**src/rtl/linear_network_unicast_arbiter_pkg.sv**
```systemverilog
// Shared defaults, FSM encoding and index helper for the unicast network arbiter.
package linear_network_pkg;

  localparam int DATA_WIDTH_DEF    = 32;
  localparam int NUM_NODE_DEF      = 4;
  localparam int COMMAND_WIDTH_DEF = $clog2(NUM_NODE_DEF);

  typedef enum logic {
    ST_IDLE  = 1'b0,
    ST_GRANT = 1'b1
  } arb_state_t;

  // Width of an index into n items; a single item still needs one bit.
  function automatic int idx_width(input int n);
    return (n > 1) ? $clog2(n) : 1;
  endfunction

endpackage

```
**src/rtl/linear_network_unicast_arbiter_rr_arbiter.sv**
```systemverilog
// Round-robin pick: first set req at or after ptr, wrapping; one-hot gnt, zero if none.
// Purely combinational, no backpressure of its own.
module rr_arbiter
  import linear_network_pkg::*;
#(
  parameter int NUM_REQ = 4,
  parameter int PTR_W   = idx_width(NUM_REQ)
) (
  input  logic [NUM_REQ-1:0] req,
  input  logic [PTR_W-1:0]   ptr,
  output logic [NUM_REQ-1:0] gnt
);

  logic [PTR_W-1:0] idx;
  logic             found;

  always_comb begin
    gnt   = '0;
    found = 1'b0;
    idx   = ptr;
    for (int i = 0; i < NUM_REQ; i++) begin
      idx = PTR_W'((int'(ptr) + i) % NUM_REQ);
      if (!found && req[idx]) begin
        gnt[idx] = 1'b1;
        found    = 1'b1;
      end
    end
  end

endmodule

```
**src/rtl/linear_network_unicast_arbiter.sv**
```systemverilog
// Round-robin burst arbiter feeding one beat per cycle into a linear network.
// Latency 1 (registered net outputs); i_stall freezes everything, ready only while granted.
module linear_network_unicast_arbiter
  import linear_network_pkg::*;
#(
  parameter int DATA_WIDTH    = DATA_WIDTH_DEF,
  parameter int NUM_NODE      = NUM_NODE_DEF,
  parameter int COMMAND_WIDTH = $clog2(NUM_NODE),
  parameter int NUM_REQ       = 4,
  parameter int MAX_BURST     = 4
) (
  input  logic                             clk,
  input  logic                             rst,
  input  logic [NUM_REQ-1:0]               i_req_valid,
  output logic [NUM_REQ-1:0]               o_req_ready,
  input  logic [NUM_REQ*DATA_WIDTH-1:0]    i_req_data,
  input  logic [NUM_REQ*COMMAND_WIDTH-1:0] i_req_dest,
  input  logic                             i_stall,
  output logic                             o_net_valid,
  output logic [DATA_WIDTH-1:0]            o_net_data,
  output logic [COMMAND_WIDTH-1:0]         o_net_cmd,
  output logic                             o_net_en,
  output logic [NUM_REQ-1:0]               o_grant,
  output logic                             o_err
);

  localparam int PTR_W = idx_width(NUM_REQ);
  localparam int CNT_W = $clog2(MAX_BURST + 1);

  typedef struct packed {
    logic [COMMAND_WIDTH-1:0] cmd;
    logic [DATA_WIDTH-1:0]    dat;
  } beat_t;

  arb_state_t         state, state_nxt;
  logic [PTR_W-1:0]   rr_ptr, rr_ptr_nxt;
  logic [PTR_W-1:0]   owner, owner_nxt, arb_idx;
  logic [CNT_W-1:0]   count, count_nxt;
  logic [NUM_REQ-1:0] grant, grant_nxt, arb_gnt;
  beat_t              req_beat [NUM_REQ];
  beat_t              cur_beat, net_beat;
  logic               accept, dest_legal, net_valid, err;

  for (genvar r = 0; r < NUM_REQ; r++) begin : g_unpack
    assign req_beat[r] = {i_req_dest[r*COMMAND_WIDTH +: COMMAND_WIDTH],
                          i_req_data[r*DATA_WIDTH +: DATA_WIDTH]};
  end

  rr_arbiter #(
    .NUM_REQ (NUM_REQ),
    .PTR_W   (PTR_W)
  ) u_rr_arbiter (
    .req (i_req_valid),
    .ptr (rr_ptr),
    .gnt (arb_gnt)
  );

  always_comb begin
    arb_idx = '0;
    for (int i = 0; i < NUM_REQ; i++) begin
      if (arb_gnt[i]) arb_idx = PTR_W'(i);
    end
  end

  assign cur_beat    = req_beat[owner];
  assign accept      = (state == ST_GRANT) && !i_stall && i_req_valid[owner];
  assign dest_legal  = 32'(cur_beat.cmd) < 32'(NUM_NODE);
  assign o_req_ready = ((state == ST_GRANT) && !i_stall) ? grant : '0;

  always_comb begin
    state_nxt  = state;
    rr_ptr_nxt = rr_ptr;
    owner_nxt  = owner;
    count_nxt  = count;
    grant_nxt  = grant;
    if (!i_stall) begin
      unique case (state)
        ST_IDLE: begin
          if (|i_req_valid) begin
            state_nxt = ST_GRANT;
            grant_nxt = arb_gnt;
            owner_nxt = arb_idx;
            count_nxt = '0;
          end
        end
        ST_GRANT: begin
          if (accept) count_nxt = count + 1'b1;
          // Burst-full and owner-drop in the same cycle collapse into one release.
          if (!i_req_valid[owner] || (count_nxt == CNT_W'(MAX_BURST))) begin
            state_nxt  = ST_IDLE;
            grant_nxt  = '0;
            count_nxt  = '0;
            rr_ptr_nxt = (owner == PTR_W'(NUM_REQ - 1)) ? '0 : owner + 1'b1;
          end
        end
        default: state_nxt = ST_IDLE;
      endcase
    end
  end

  always_ff @(posedge clk or posedge rst) begin
    if (rst) begin
      state  <= ST_IDLE;
      rr_ptr <= '0;
      owner  <= '0;
      count  <= '0;
      grant  <= '0;
    end else begin
      state  <= state_nxt;
      rr_ptr <= rr_ptr_nxt;
      owner  <= owner_nxt;
      count  <= count_nxt;
      grant  <= grant_nxt;
    end
  end

  // Illegal destinations are swallowed: consumed from the requester, flagged, never forwarded.
  always_ff @(posedge clk or posedge rst) begin
    if (rst) begin
      net_valid <= 1'b0;
      net_beat  <= '0;
      err       <= 1'b0;
    end else begin
      err <= accept && !dest_legal;
      if (!i_stall) begin
        net_valid <= accept && dest_legal;
        if (accept && dest_legal) net_beat <= cur_beat;
      end
    end
  end

  assign o_net_valid = net_valid;
  assign o_net_data  = net_beat.dat;
  assign o_net_cmd   = net_beat.cmd;
  assign o_net_en    = ~i_stall;
  assign o_grant     = grant;
  assign o_err       = err;

endmodule

```
**config.mk**
```make
export PLATFORM = sky130hd
export DESIGN_NAME = linear_network_unicast_arbiter
export DESIGN_NICKNAME = d
export VERILOG_FILES = /design/src/rtl/linear_network_unicast_arbiter_pkg.sv /design/src/rtl/linear_network_unicast_arbiter_rr_arbiter.sv /design/src/rtl/linear_network_unicast_arbiter.sv
export SDC_FILE = /design/constraint.sdc
export NUM_CORES = 1
export LEC_CHECK = 0
export ABC_AREA = 1
export CAP_MARGIN = 30
export CORE_MARGIN = 4
export CORE_UTILIZATION = 27
export CTS_BUF_LIST = sky130_fd_sc_hd__clkbuf_16
export CTS_CLUSTER_DIAMETER = 50
export DETAILED_ROUTE_END_ITERATION = 12
export PLACE_DENSITY = 0.65
export SLEW_MARGIN = 20
export SYNTH_ARGS = -nofsm -noshare
export SYNTH_HDL_FRONTEND = slang
export SYNTH_HIERARCHICAL = 1
export SYNTH_SLANG_ARGS = --single-unit
```
**constraint.sdc**
```tcl
create_clock -name clk -period 2.5 [get_ports clk]
set_input_delay 0.25 -clock clk [delete_from_list [all_inputs] [get_ports clk]]
set_output_delay 0.25 -clock clk [all_outputs]
set_load 0.1 [all_outputs]
```
==> impl_metrics.tcl <==
set metrics [dict create \
    hold_path.class "input pin to asynchronous set/reset pin" \
    rsz0062_at_grt "false" \
    grt_usage_pct 16.8 \
    cap_viol_max_count 0 \
    fillers 1264 \
    endpoint_kind "register" \
    via_per_inst 4.68 \
    clk_latency_ns 0.28 \
    r2r-end "owner[0]$_DFFE_PP0P_" \
    initial_core_util_pct 27.9 \
    ys_warn_count 6 \
    ctsHoldBuffers 0 \
    ys_ff_latch 47 \
    cts_tree "yes" \
    r2r.worst_path.cells 12 \
    clk_pin_slew_ns 0.06 \
    critPathRequiredTime_ns 2.65 \
    ys_types 26 \
    tns_ns 0 \
    regToRegSetupSlack_ns 0.34 \
    crit_start "rr_ptr[0]$_DFFE_PP0P_" \
    powerDensity_mw_per_mm2 1380 \
    p_leak_nw 2.57 \
    finalSetupViolations 0 \
    synth_area_sq_mm 0.00341 \
    slew_viol_final 0 \
    fmax_mhz 462 \
    grt_pass1_wl_microns 20000 \
    num_rows 40 \
    yosysMostFrequentCell "nand2_1" \
    yosysTopAreaCell "dfrtp_1" \
    antenna_found_initial 0 \
    numPortBuffers 186 \
    cts_buffer_depth 2 \
    synthToLayoutAreaGrowth_pct 61.4 \
    worst_pin_slew_ns 0.602 \
    synth_edf_count 0 \
    numCtsBuffers 5 \
    instances_no_fill 851 \
    synthFlopType "dfrtp_1" \
    grt_max_degree 65 \
    dp.cells 843 \
    grt_pass1_vias 4171 \
    drt_iter0_drc 210 \
    vdd_drop_max_mv 0.589 \
    coreArea_sq_mm 0.0122 \
    worstSetupPathType "register to register" \
    seq_area_frac_synth_pct 34.5 \
    relSlewSlack_pct 59.9 \
    ios 188 \
    dpl.hpwl_microns 9550 \
    status "complete, no violations" \
    final_layout_size_suffix_gt1_share_pct 13.5 \
    firstDrtPassIters 4 \
    fin_nets 833 \
    dieWidth_microns 120 \
    crit_end "owner[0]$_DFFE_PP0P_" \
    cts_root_buf "clkbuf_16" \
    crit_path_max_fanout 11 \
    async_reset_ff_share_pct 100 \
    gp_congestion 0.840 \
    wire_per_inst_microns 14.4 \
    fin_skew_ns 0.00296 \
    r2r_start "rr_ptr[0]$_DFFE_PP0P_" \
    wirelength_microns 12200 \
    die_height_microns 120 \
    netlist_top_cells_count "nand2_1 (146), nor2_1 (75), o21ai_0 (73)" \
    fin_area_sq_mm 0.00551 \
    synth.top_cell.area_share_pct 34.5 \
    avgSynthCellArea_sq_um 6.69 \
    ctsResizeCount 0 \
    cts_setup_buffers 0 \
    timing.final.crit_share_pct 86.5 \
    vias 3986 \
    startpoint_type "register" \
    arrival_ns 2.32 \
    overflow 0 \
    ant_nets 0 \
    diodes 0 \
    synthCells 510 \
    syn-num-nets 661 \
    dpl_cell_area_sq_mm 0.00534 \
    drc 0 \
    period_needed_ns 2.16 \
    cts_sinks 47 \
    yosys-top-cells-area "dfrtp_1 (34%), nand2_1 (16%), o21ai_0 (11%), nor2_1 (8.3%), o22ai_1 (6.4%)" \
    die_area_sq_mm 0.0145 \
    htreeDepth 2 \
    finalHoldViolCount 0 \
]
-- cells by family (layout without fill, tap and decap cells) --
family / Yosys count / after routing / synth area share (%)
AO/OA/AOI/OAI: 111 / 111 / 17.8
adder cells (fa/ha/maj): 8 / 8 / 2.93
flip-flops: 47 / 47 / 34.5
buffers and inverters: 65 / 238 / 8.66
other: 1 / 1 / 0.110
AND/OR/NAND/NOR: 278 / 278 / 36.0
-- worst min path at each step --
stage	end	slack [ns]
after floorplan	o_net_valid$_DFFE_PP0N_	0.37
after global placement	o_net_data[17]$_DFFE_PP0P_	0.47
after detailed placement	o_net_data[12]$_DFFE_PP0P_	0.47
after CTS	o_net_data[28]$_DFFE_PP0P_	0.30
after global routing	o_net_data[24]$_DFFE_PP0P_	0.34
final	o_net_data[24]$_DFFE_PP0P_	0.29
-- routing by layer --
metal	GRT usage (%)	up-vias	wire length (microns)
met1	19.3	1819	4930
met2	30.8	136	6280
met3	4.63	14	849
met4	3.82	0	176
li1	-	2017	-
met5	0	-	0
-- cells in the final DEF (no fill, tap or decap) --
| cell | n |
|---|---|
| o22ai_1 | 35 |
| nor2_1 | 71 |
| dfrtp_2 | 1 |
| nand4_1 | 7 |
| clkdlybuf4s50_1 | 142 |
| buf_12 | 4 |
| bufinv_16 | 1 |
| nand2_4 | 3 |
| nor4_1 | 1 |
| clkinv_2 | 1 |
| nand3_1 | 30 |
| o21a_1 | 2 |
| nand3_4 | 3 |
| nand2_1 | 146 |
| nor2_2 | 4 |
| conb_1 | 1 |
| nand2_2 | 7 |
| o21ai_2 | 1 |
| inv_2 | 5 |
| clkinv_1 | 1 |
| nor2_4 | 1 |
| ha_1 | 8 |
| buf_4 | 49 |
| o21ai_0 | 73 |
| clkbuf_16 | 5 |
| inv_4 | 2 |
| dfrtp_1 | 46 |
| nor2_8 | 1 |
| nand3_2 | 3 |
| or2_2 | 1 |
| inv_1 | 28 |
-- final cells by class --
cell class / instances / area, sq um / area share [%]
clock buffer: 5 / 125 / 2.27
clock inverter: 3 / 38.8 / 0.704
timing repair buffer: 195 / 1870 / 33.9
multi-input combinational: 398 / 1950 / 35.4
sequential: 47 / 1180 / 21.4
inverter: 35 / 136 / 2.48
tap: 168 / 210 / 3.82
-- flip-flops by register name, summed over array words and instances (netlist names) --
register and flops:
owner 2, o_net_data 32, state 1, o_grant 4
rr_ptr 2, o_net_valid 1, o_net_cmd 2, count 3
-- report_power, final --
part	switching (W)	internal, W
Combinational	0.00407	0.00142
Sequential	0.000255	0.00111
Clock	0.000280	0.000467
-- critical path: stages, from the launching register on --
cell	delay (ns)
dfrtp_1	0.54
inv_2	0.17
ha_1	0.37
inv_1	0.10
nand3_1	0.08
nand2_1	0.10
nand2_4	0.07
nor2_4	0.13
nand2_1	0.07
nand3_1	0.13
nor2_1	0.07
o21ai_0	0.13
o21ai_0	0.09
-- stage by stage --
step | setup slack, ns | power, W | utilization [%] | hold slack (ns)
2_1_floorplan | 0.374 | 0.00556 | - | 0.367
3_3_place_gp | 0.449 | 0.00683 | 43.8 | 0.467
3_5_place_dp | 0.372 | 0.00689 | 43.8 | 0.466
4_1_cts | 0.356 | 0.00767 | 45.1 | 0.301
5_1_grt | 0.139 | 0.00812 | 45.1 | 0.336
6_report | 0.337 | 0.00760 | 45.1 | 0.285
Note: power is estimated with default switching activity, not from simulation.
